[config.mk]
export PLATFORM = sky130hd
export DESIGN_NAME = seq_alu
export DESIGN_NICKNAME = d
export VERILOG_FILES = /design/src/rtl/seq_alu.sv
export SDC_FILE = /design/constraint.sdc
export NUM_CORES = 1
export LEC_CHECK = 0
export CAP_MARGIN = 20
export CORE_MARGIN = 1.5
export CORE_UTILIZATION = 64
export DETAILED_ROUTE_END_ITERATION = 7
export GPL_TIMING_DRIVEN = 0
export PLACE_DENSITY = 0.9
export SLEW_MARGIN = 20
export SYNTH_ARGS = -nofsm -noshare
export SYNTH_HDL_FRONTEND = slang
export SYNTH_SLANG_ARGS = --single-unit
[constraint.sdc]
create_clock -name clk -period 1.33 [get_ports clk]
set_input_delay 0.1995 -clock clk [delete_from_list [all_inputs] [get_ports clk]]
set_output_delay 0.1995 -clock clk [all_outputs]
set_load 0.02 [all_outputs]
[src/rtl/seq_alu.sv]
// seq_alu: sequential ALU with single-cycle logic/arithmetic ops and optional
// iterative MUL (shift-add) / DIVU (restoring) that take WIDTH cycles.
//
// Build option: define SEQ_ALU_MULDIV_EN to build the iterative MUL/DIVU
// datapath. Without it, opcodes 11/12 act as reserved, busy is tied low and
// no counter or iterative datapath is present.
//
// Ports:
//   clk            clock, all state updates on rising edge
//   rst            asynchronous active-high reset
//   start          operation request, sampled when busy=0
//   aluop[3:0]     opcode (0 ADD,1 SUB,2 AND,3 OR,4 SLL,5 SRL,6 SRA,7 SLT,
//                  8 SLTU,9 XOR,10 NOR,11 MUL,12 DIVU,13-15 reserved)
//   in1, in2       operands, sampled with start
//   shamt          shift amount, sampled with start
//   out_lo, out_hi registered result (out_hi: MUL high word / DIVU remainder)
//   zero, ovf      registered flags (out_lo==0; ADD/SUB signed overflow)
//   busy           iterative op in progress
//   done           one-cycle result-valid pulse
module seq_alu #(
    parameter int unsigned WIDTH = 32,
    parameter int unsigned SHW   = 5
) (
    input  logic             clk,
    input  logic             rst,
    input  logic             start,
    input  logic [3:0]       aluop,
    input  logic [WIDTH-1:0] in1,
    input  logic [WIDTH-1:0] in2,
    input  logic [SHW-1:0]   shamt,
    output logic [WIDTH-1:0] out_lo,
    output logic [WIDTH-1:0] out_hi,
    output logic             zero,
    output logic             ovf,
    output logic             busy,
    output logic             done
);

    localparam logic [3:0] OpAdd  = 4'd0;
    localparam logic [3:0] OpSub  = 4'd1;
    localparam logic [3:0] OpAnd  = 4'd2;
    localparam logic [3:0] OpOr   = 4'd3;
    localparam logic [3:0] OpSll  = 4'd4;
    localparam logic [3:0] OpSrl  = 4'd5;
    localparam logic [3:0] OpSra  = 4'd6;
    localparam logic [3:0] OpSlt  = 4'd7;
    localparam logic [3:0] OpSltu = 4'd8;
    localparam logic [3:0] OpXor  = 4'd9;
    localparam logic [3:0] OpNor  = 4'd10;
`ifdef SEQ_ALU_MULDIV_EN
    localparam logic [3:0] OpMul  = 4'd11;
    localparam logic [3:0] OpDivu = 4'd12;
`endif

    // ------------------------------------------------------------------
    // Single-cycle datapath
    // ------------------------------------------------------------------
    logic [WIDTH-1:0] sum;
    logic [WIDTH-1:0] dif;
    logic [WIDTH-1:0] sra_res;
    logic             slt;
    logic             sltu;
    logic [WIDTH-1:0] alu_lo;
    logic [WIDTH-1:0] alu_hi;
    logic             alu_ovf;

    assign sum     = in1 + in2;
    assign dif     = in1 - in2;
    assign sra_res = $unsigned($signed(in1) >>> shamt);
    assign slt     = $signed(in1) < $signed(in2);
    assign sltu    = in1 < in2;

    always_comb begin
        alu_lo  = '0;
        alu_hi  = '0;
        alu_ovf = 1'b0;
        case (aluop)
            OpAdd: begin
                alu_lo  = sum;
                alu_ovf = (in1[WIDTH-1] == in2[WIDTH-1]) && (sum[WIDTH-1] != in1[WIDTH-1]);
            end
            OpSub: begin
                alu_lo  = dif;
                alu_ovf = (in1[WIDTH-1] != in2[WIDTH-1]) && (dif[WIDTH-1] != in1[WIDTH-1]);
            end
            OpAnd:  alu_lo = in1 & in2;
            OpOr:   alu_lo = in1 | in2;
            OpSll:  alu_lo = in1 << shamt;
            OpSrl:  alu_lo = in1 >> shamt;
            OpSra:  alu_lo = sra_res;
            OpSlt:  alu_lo = {{(WIDTH-1){1'b0}}, slt};
            OpSltu: alu_lo = {{(WIDTH-1){1'b0}}, sltu};
            OpXor:  alu_lo = in1 ^ in2;
            OpNor:  alu_lo = ~(in1 | in2);
`ifdef SEQ_ALU_MULDIV_EN
            // Only reached for a zero divisor; nonzero divisors go iterative.
            OpDivu: begin
                alu_lo = '1;
                alu_hi = in1;
            end
`endif
            default: ;  // reserved: zeros
        endcase
    end

    // ------------------------------------------------------------------
    // Result registers
    // ------------------------------------------------------------------
    logic [WIDTH-1:0] out_lo_q, out_lo_d;
    logic [WIDTH-1:0] out_hi_q, out_hi_d;
    logic             zero_q, zero_d;
    logic             ovf_q, ovf_d;
    logic             done_q, done_d;
    logic             idle;
    logic             is_iter;

`ifdef SEQ_ALU_MULDIV_EN
    // ------------------------------------------------------------------
    // Iterative MUL / DIVU datapath
    // ------------------------------------------------------------------
    localparam logic [SHW:0] CntInit = WIDTH[SHW:0];
    localparam logic [SHW:0] CntOne  = {{SHW{1'b0}}, 1'b1};

    typedef enum logic [0:0] {IDLE, RUN} state_e;

    state_e           state_q, state_d;
    logic [SHW:0]     cnt_q, cnt_d;
    // acc_hi: MUL partial product high / DIVU remainder
    // acc_lo: MUL multiplier shifting out / DIVU dividend out, quotient in
    logic [WIDTH-1:0] acc_hi_q, acc_hi_d;
    logic [WIDTH-1:0] acc_lo_q, acc_lo_d;
    logic [WIDTH-1:0] opb_q, opb_d;
    logic             is_div_q, is_div_d;

    logic [WIDTH:0]   mul_sum;
    logic [WIDTH:0]   div_shift;
    logic [WIDTH:0]   div_diff;
    logic [WIDTH-1:0] step_hi;
    logic [WIDTH-1:0] step_lo;

    assign idle    = (state_q == IDLE);
    assign busy    = (state_q == RUN);
    assign is_iter = (aluop == OpMul) || ((aluop == OpDivu) && (in2 != '0));

    // Carry bit of the add is shifted into the high word.
    assign mul_sum   = {1'b0, acc_hi_q} + (acc_lo_q[0] ? {1'b0, opb_q} : '0);
    assign div_shift = {acc_hi_q, acc_lo_q[WIDTH-1]};
    // Remainder stays below the divisor, so the MSB of the difference is a
    // reliable borrow flag.
    assign div_diff  = div_shift - {1'b0, opb_q};

    always_comb begin
        if (is_div_q) begin
            if (div_diff[WIDTH]) begin
                step_hi = div_shift[WIDTH-1:0];
                step_lo = {acc_lo_q[WIDTH-2:0], 1'b0};
            end else begin
                step_hi = div_diff[WIDTH-1:0];
                step_lo = {acc_lo_q[WIDTH-2:0], 1'b1};
            end
        end else begin
            step_hi = mul_sum[WIDTH:1];
            step_lo = {mul_sum[0], acc_lo_q[WIDTH-1:1]};
        end
    end
`else
    assign idle    = 1'b1;
    assign busy    = 1'b0;
    assign is_iter = 1'b0;
`endif

    // ------------------------------------------------------------------
    // Next-state logic
    // ------------------------------------------------------------------
    always_comb begin
        out_lo_d = out_lo_q;
        out_hi_d = out_hi_q;
        zero_d   = zero_q;
        ovf_d    = ovf_q;
        done_d   = 1'b0;
`ifdef SEQ_ALU_MULDIV_EN
        state_d  = state_q;
        cnt_d    = cnt_q;
        acc_hi_d = acc_hi_q;
        acc_lo_d = acc_lo_q;
        opb_d    = opb_q;
        is_div_d = is_div_q;
`endif

        if (start && idle && !is_iter) begin
            out_lo_d = alu_lo;
            out_hi_d = alu_hi;
            zero_d   = (alu_lo == '0);
            ovf_d    = alu_ovf;
            done_d   = 1'b1;
        end

`ifdef SEQ_ALU_MULDIV_EN
        unique case (state_q)
            IDLE: begin
                if (start && is_iter) begin
                    state_d  = RUN;
                    cnt_d    = CntInit;
                    acc_hi_d = '0;
                    acc_lo_d = in1;
                    opb_d    = in2;
                    is_div_d = (aluop == OpDivu);
                end
            end
            RUN: begin
                cnt_d    = cnt_q - CntOne;
                acc_hi_d = step_hi;
                acc_lo_d = step_lo;
                if (cnt_q == CntOne) begin
                    state_d  = IDLE;
                    out_lo_d = step_lo;
                    out_hi_d = step_hi;
                    zero_d   = (step_lo == '0);
                    ovf_d    = 1'b0;
                    done_d   = 1'b1;
                end
            end
            default: state_d = IDLE;
        endcase
`endif
    end

    // ------------------------------------------------------------------
    // State registers
    // ------------------------------------------------------------------
    always_ff @(posedge clk or posedge rst) begin
        if (rst) begin
            out_lo_q <= '0;
            out_hi_q <= '0;
            zero_q   <= 1'b1;
            ovf_q    <= 1'b0;
            done_q   <= 1'b0;
`ifdef SEQ_ALU_MULDIV_EN
            state_q  <= IDLE;
            cnt_q    <= '0;
            acc_hi_q <= '0;
            acc_lo_q <= '0;
            opb_q    <= '0;
            is_div_q <= 1'b0;
`endif
        end else begin
            out_lo_q <= out_lo_d;
            out_hi_q <= out_hi_d;
            zero_q   <= zero_d;
            ovf_q    <= ovf_d;
            done_q   <= done_d;
`ifdef SEQ_ALU_MULDIV_EN
            state_q  <= state_d;
            cnt_q    <= cnt_d;
            acc_hi_q <= acc_hi_d;
            acc_lo_q <= acc_lo_d;
            opb_q    <= opb_d;
            is_div_q <= is_div_d;
`endif
        end
    end

    assign out_lo = out_lo_q;
    assign out_hi = out_hi_q;
    assign zero   = zero_q;
    assign ovf    = ovf_q;
    assign done   = done_q;

endmodule

==> impl_metrics.ini, run 1 <==
[logic_synthesis]
postSynthAreaPerCell_um2 = 7.454
synth_seq_cells = 35
synth-main-ff-cell = dfrtp_1
ys_types = 102
ys_async_sr_fraction = 1.000
yosysSeqAreaShare = 0.07067
yosys_warnings = 0
yosys-top-cells-area = mux4_2 12%, ha_1 9.9%, dfrtp_1 6.9%
synthCells = 1665
synth-edff-count = 0
post-synth-top-area-cell = mux4_2
syn_area_um2 = 12410
synth.top_cell.area_share = 0.1234

[place]
gp_congestion = 1.448
dpl.hpwl_um = 47290
dp_cells = 2063
port_buffers = 106

[clock_tree]
clock_sinks = 35
cts_buffers = 5
cts_buffer_depth = 2
postCtsHoldBufs = 0
root_buffer = clkbuf_16
htreeDepth = 2

[global_route]
grt_pass1_vias = 22900
grt_usage = 0.9730
grt_max_degree = 36
overflow = 989
grt_pass1_wl_um = 148100

[floorplan]
die_height_um = 142.3
ios = 144
rows = 50
dieWidth_um = 142.3
initial_core_util = 0.6591

[run_status]
toolErrorMsg = [ERROR GRT-0116] Global routing finished with congestion. Check the congestion regions in the DRC Viewer.
stop_stage = global routing
outcome = did not finish
synthesized netlist by cell type (21+ instances only):
| cell type | number |
|---|---|
| o211ai_1 | 28 |
| nor3_1 | 40 |
| o31ai_1 | 22 |
| clkbuf_1 | 83 |
| a211oi_1 | 31 |
| a22oi_1 | 26 |
| nand3_1 | 54 |
| nor2_1 | 178 |
| a21oi_1 | 131 |
| buf_2 | 32 |
| o21bai_1 | 21 |
| mux2i_1 | 38 |
| ha_1 | 98 |
| inv_1 | 99 |
| buf_4 | 46 |
| nand2_1 | 132 |
| o22ai_1 | 23 |
| mux4_2 | 68 |
| o21ai_0 | 78 |
| dfrtp_1 | 34 |
| mux2_2 | 29 |
through the flow:
stage,instance area [um^2],utilization,setup WS (ns),hold WS (ns)
2_1_floorplan,13330,-,-1.549,0.2309
3_3_place_gp,14710,0.7813,-3.229,0.4595
3_5_place_dp,14710,0.7813,-3.313,0.4964
4_1_cts,18050,0.9588,-1.854,0.3900
cells by family after synthesis:
family	synth area share
multiplexers	0.1852
flip-flops	0.07067
AO/OA/AOI/OAI	0.3118
XOR/XNOR	0.01190
other	0.0003022
adder cells (fa/ha/maj)	0.1020
buffers and inverters	0.1170
AND/OR/NAND/NOR	0.2010
routing by layer:
layer	global-route usage	overflow
met5	0.7318	25
met3	0.8691	112
met4	1.054	251
met2	1.116	525
met1	0.9092	76
repair_timing:
item / in CTS
setup endpoints to repair: 69
gates resized for setup: 767
pin swaps: 133
gates cloned: 1
buffers inserted: 148
==> run 2: changes to the inputs <==
--- a/config.mk
+++ b/config.mk
@@ -7,10 +7,10 @@
 export LEC_CHECK = 0
 export CAP_MARGIN = 20
 export CORE_MARGIN = 1.5
-export CORE_UTILIZATION = 64
+export CORE_UTILIZATION = 40
 export DETAILED_ROUTE_END_ITERATION = 7
 export GPL_TIMING_DRIVEN = 0
-export PLACE_DENSITY = 0.9
+export PLACE_DENSITY_LB_ADDON = 0.15
 export SLEW_MARGIN = 20
 export SYNTH_ARGS = -nofsm -noshare
 export SYNTH_HDL_FRONTEND = slang
==> run 2 against run 1 <==
  * The flow now finishes, with violations (DRC, setup timing)
  * Synthesized cell count did not move
  * Synthesized area did not move
==> impl_metrics.ini, run 2 <==
[logic_synthesis]
synth_seq_cells = 35
ys_types = 102
synth_most_common_cell = nor2_1
syn_area_um2 = 12410
post-synth-top-area-cell = mux4_2
synth-edff-count = 0
synth_common_cells = 178 x nor2_1, 132 x nand2_1, 131 x a21oi_1
yosysSeqAreaShare = 0.07067
postSynthAreaPerCell_um2 = 7.454
yosys_warnings = 0
yosys-top-cells-area = mux4_2 12%, ha_1 9.9%, dfrtp_1 6.9%
ys_async_sr_fraction = 1.000
synthCells = 1665
synth-main-ff-cell = dfrtp_1
synth.top_cell.area_share = 0.1234

[global_route]
overflow = 0
grt_pass1_wl_um = 112900
grt_usage = 0.4912
antenna_found_initial = 2
grt_max_degree = 36
grt_pass1_vias = 16370

[run_status]
violations = DRC, setup timing
outcome = finished with violations

[pwr]
ir_drop_v = 0.0006311
netSwitchingFraction = 0.4963
intPower_mw = 6.225
p_leak_nw = 8.308
combPwrFrac = 0.784
clockPowerShare = 0.111
switchingPower_mw = 6.134
finalPower_mw = 12.36
p_seq_frac = 0.105
powerDensity_nw_per_um2 = 601.9

[critical_path]
worstPathArrival_ns = 3.42
cp_num_buf_inv = 3
end_kind = register
critical_path_class = input port to register
critical_path.top_delay_family = simple AND/OR/NAND/NOR gates
critical_path.cell_chain = buf_12 > buf_12 > buf_8 > mux4_2 > mux2_4 > o221a_4 > o41ai_4 > nand3_1 > nor4_2 > nand4_1 > nor4_4 > nand4_1 > nor4_2 > a32o_1
start_kind = input port
path_max_fanout = 10
slowest_delay_ns = 0.40
cp.required_ns = 1.56
slowest_stage = o41ai_4

[floorplan]
ios = 144
die_area_um2 = 32090
core_area_um2 = 30590
die_height_um = 179.1
rows = 64
dieWidth_um = 179.1
initial_core_util = 0.4057

[timing]
rsz0062_at_grt = true
finalSetupViolCount = 34
fin_crit_ns = 3.191
fin_ws_ns = -1.861
worst_pin_slew_ns = 1.039
fmax_mhz = 313.4
timing_hold_violations_final = 0
skew_ns = 0
finalMaxSlewViolations = 0
slew_headroom = 0.3070
fin_crit_sh = 2.399

[routing]
wl_um = 82050
ant_nets = 0
firstDrtPassIters = 8
drcViolationCount = 1
route.vias.total = 17500
viasPerCell = 7.156
routedWlPerCell_um = 33.56
drt-initial-drc-count = 3038

[clock_tree]
root_buffer = clkbuf_16
cts_buffer_depth = 2
cts_buffers = 5
clock_sinks = 35
path_clk_slew_ns = 0.06
worstSkewPairLatency_ns = 0.29
postCtsHoldBufs = 0
cts_tree = yes
htreeDepth = 2

[worst_hold_path]
hp-class = input port to asynchronous set/reset pin

[cells_and_area]
layout_commonest_cell = buf_4
nets = 2224
postLayoutCoreUtil = 0.6712
drive_gt1_frac = 0.4983
diodes = 0
area_delta_synth_final_pct = 65.44
most-common-layout-cells = 259 x buf_4, 147 x nor2_1, 116 x nand2_1
largest_reg_flops = 32

[place]
gp_congestion = 1.092
dpl.hpwl_um = 60570
port_buffers = 106

[flow_run]
maxCapViolations = 0
-- run 2: timing repair --
item                                   in CTS  in global routing
endpoints found under the hold margin       0                  0
setup buffers                             166                 90
setup endpoints to repair                  69                 34
pin swaps                                 125                149
gates cloned                                4                  0
gates resized for setup                   902                242
-- run 2: kinds of logic after synthesis --
logic type               after synthesis  synth area share
AND/OR/NAND/NOR                      527            0.2010
other                                  1         0.0003022
buffers and inverters                292            0.1170
adder cells (fa/ha/maj)              100            0.1020
multiplexers                         139            0.1852
flip-flops                            35           0.07067
AO/OA/AOI/OAI                        555            0.3118
XOR/XNOR                              16           0.01190
-- run 2: final timing paths --
| kind | depth (start not counted) | from | slack (ns) | endpoint |
|---|---|---|---|---|
| worst min register to register | 1 | out_lo[29]$_DFFE_PP0P_ | 0.47 | out_lo[29]$_DFFE_PP0P_ |
| min in group clk | 1 | start | 0.39 | done$_DFF_PP0_ |
| worst max register to register | 1 | out_lo[5]$_DFFE_PP0P_ | 0.56 | out_lo[5]$_DFFE_PP0P_ |
| worst max-delay path | 14 | shamt[1] | -1.86 | zero$_DFFE_PP1P_ |
| max in group asynchronous | 2 | rst | 0.54 | out_lo[5]$_DFFE_PP0P_ |
| worst min-delay path | 2 | rst | 0.34 | out_lo[28]$_DFFE_PP0P_ |
-- run 2: power groups by stage --
stage          Combinational [mW]  Clock (mW)  Sequential (mW)
3_3_place_gp                 6.62           0             1.31
6_report                     9.69        1.37             1.29
4_1_cts                      8.40        1.38             1.29
5_1_grt                      9.93        1.42             1.31
3_5_place_dp                 6.62           0             1.32
2_1_floorplan                3.99           0             1.50
-- run 2: per-stage QoR --
stage / worst slack, ns / TNS, ns / instances / cell area, um^2 / hold WS, ns
2_1_floorplan: -1.549 / -32.57 / 1697 / 13330 / 0.2309
3_3_place_gp: -3.733 / -102.38 / 2199 / 14880 / 0.4629
3_5_place_dp: -3.763 / -91.96 / 2199 / 14880 / 0.4718
4_1_cts: -2.041 / -39.53 / 2366 / 19010 / 0.3658
5_1_grt: -1.956 / -42.64 / 2445 / 20530 / 0.3988
6_report: -1.861 / -41.78 / 2445 / 20530 / 0.3397
-- run 2: final cells by class --
cell class | count | area (um^2)
Buffer | 177 | 2026
Tap cell | 396 | 495.5
Timing Repair Buffer | 356 | 3213
Fill cell | 2445 | 10060
Clock inverter | 3 | 43.79
Sequential cell | 35 | 877.1
Inverter | 103 | 503.0
Clock buffer | 5 | 125.1
Multi-Input combinational cell | 1370 | 13250
-- run 2: routing by layer --
metal  routed length (um)  share of wire  track usage  vias up
li1                     -              -            -     6999
met1                28520           0.35       0.5714     8310
met2                34220           0.42       0.7574     1613
met4                 9274           0.11       0.4043        0
met5                    0              0            0        -
met3                10040           0.12       0.1283      575
No activity file was read; power rests on OpenSTA's default activity.
==> run 3: changes to the inputs <==
--- a/config.mk
+++ b/config.mk
@@ -11,6 +11,7 @@
 export DETAILED_ROUTE_END_ITERATION = 7
 export GPL_TIMING_DRIVEN = 0
 export PLACE_DENSITY_LB_ADDON = 0.15
+export SETUP_SLACK_MARGIN = 0.02
 export SLEW_MARGIN = 20
 export SYNTH_ARGS = -nofsm -noshare
 export SYNTH_HDL_FRONTEND = slang
==> constraint.sdc (replaced) <==
create_clock -name clk -period 1.33 [get_ports clk]
set_input_delay 0.266 -clock clk [delete_from_list [all_inputs] [get_ports clk]]
set_output_delay 0.266 -clock clk [all_outputs]
set_load 0.02 [all_outputs]
==> run 3 against run 2 <==
  * The run ends with setup timing left
  * Via count up 0.22%
  * Global-route usage down 0.11 points
  * Non-clock buffer count down 5
  * Total power down 0.38%
  * Setup slack worse by 0.16 ns
  * Sequential cell count unchanged
==> impl_metrics.ini, run 3 (synthesis gave the netlist of run 2 again) <==
[cells_and_area]
postLayoutCoreUtil = 0.6645
fillCellCount = 2443
layout_commonest_cell = buf_4
instances_no_fill = 2440
largest_reg_flops = 32
nets = 2219
diodes = 0
area_delta_synth_final_pct = 63.79
drive_gt1_frac = 0.4863
most-common-layout-cells = 256 x buf_4, 152 x nor2_1, 115 x nand2_1
final_area_um2 = 20330

[timing]
skew_ns = 0
hold_slack_ns = 0.4102
fmax_mhz = 298.5
finalSetupViolCount = 34
fin_tns_setup_ns = -45.36
worst_pin_slew_ns = 1.151
fin_crit_sh = 2.519
rsz0062_at_grt = true
fin_crit_ns = 3.350
timing_hold_violations_final = 0
fin_ws_ns = -2.020
slew_headroom = 0.2330
finalMaxSlewViolations = 0

[place]
dpl_cell_area_um2 = 14880
dpl.hpwl_um = 60570
port_buffers = 106
dp_cells = 2199
gp_congestion = 1.092
preCtsSetupSlack_ns = -3.829

[routing]
wl_um = 82620
drcViolationCount = 0
routedWlPerCell_um = 33.86
ant_nets = 0
drt-initial-drc-count = 2914
firstDrtPassIters = 8
route.vias.total = 17540
viasPerCell = 7.186

[run_status]
violations = setup timing
outcome = finished with violations

[global_route]
grt_usage = 0.4901
antenna_found_initial = 2
grt_max_degree = 36
grt_pass1_vias = 16300
overflow = 0
grt_pass1_wl_um = 112800

[clock_tree]
clock_sinks = 35
cts_tree = yes
path_clk_slew_ns = 0.06
cts_buffer_depth = 2
worstSkewPairLatency_ns = 0.29
htreeDepth = 2
cts_buffers = 5
root_buffer = clkbuf_16

[critical_path]
cp.required_ns = 1.56
reg2regPathDepth = 1
end_kind = register
worstPathArrival_ns = 3.58
path_max_fanout = 10
start_kind = input port
critical_path_class = input port to register

[worst_hold_path]
hp-class = input port to asynchronous set/reset pin

[pwr]
finalPower_mw = 12.31
powerDensity_nw_per_um2 = 605.7
p_leak_nw = 8.222
ir_drop_v = 0.0006365

[floorplan]
initial_core_util = 0.4057
dieWidth_um = 179.1
ios = 144
die_area_um2 = 32090
core_area_um2 = 30590
die_height_um = 179.1
rows = 64

[flow_run]
maxCapViolations = 0
## run 3: path summary, 6_finish.rpt
path | start | slack (ns) | endpoint
min in group clk | start | 0.45 | done$_DFF_PP0_
max in group asynchronous | rst | 0.47 | done$_DFF_PP0_
hold reg to reg | out_lo[29]$_DFFE_PP0P_ | 0.47 | out_lo[29]$_DFFE_PP0P_
setup reg to reg | out_lo[5]$_DFFE_PP0P_ | 0.56 | out_lo[5]$_DFFE_PP0P_
setup / recovery | in1[26] | -2.02 | zero$_DFFE_PP1P_
hold / removal | rst | 0.41 | out_lo[22]$_DFFE_PP0P_
## run 3: cell type report
| type | instances | area [um^2] | area share |
|---|---|---|---|
| timing repair buffer | 349 | 3109 | 0.1530 |
| clock inverter | 3 | 43.79 | 0.002154 |
| buffer | 179 | 2046 | 0.1006 |
| sequential | 35 | 877.1 | 0.04315 |
| clock buffer | 5 | 125.1 | 0.006155 |
| multi-input combinational | 1370 | 13130 | 0.6459 |
| tap | 396 | 495.5 | 0.02438 |
| inverter | 103 | 501.7 | 0.02468 |
## run 3: layer usage
metal | global-route usage | vias up | wire [um]
li1 | - | 7000 | -
met1 | 0.5836 | 8295 | 28400
met2 | 0.7564 | 1663 | 34620
met3 | 0.1143 | 575 | 10380
met4 | 0.3884 | 2 | 9208
met5 | 0 | - | 13
## run 3: critical path, cell delays in order
cell             delay [ns]
clkdlybuf4s15_2        0.27
buf_6                  0.19
mux4_2                 0.51
mux2_4                 0.33
o221a_4                0.28
o41ai_4                0.29
nand3_1                0.15
nor4_2                 0.17
nand4_1                0.27
nor4_4                 0.24
nand4_1                0.23
nor4_2                 0.20
a32o_1                 0.19
## run 3: report_power, final
part           switching [mW]  leakage (nW)  total (mW)  internal (mW)
Sequential             0.0765         0.410        1.29           1.22
Clock                   0.497        0.0838        1.38          0.884
Combinational            5.55          7.73        9.64           4.08
Total                    6.13          8.22        12.3           6.18
## run 3: repair_timing
| action | CTS | global route |
|---|---|---|
| gates resized for setup | 886 | 209 |
| gates cloned | 3 | 1 |
| setup buffers | 158 | 92 |
| setup endpoints to repair | 69 | 34 |
| hold buffers | 0 | 0 |
| pin swaps | 117 | 141 |
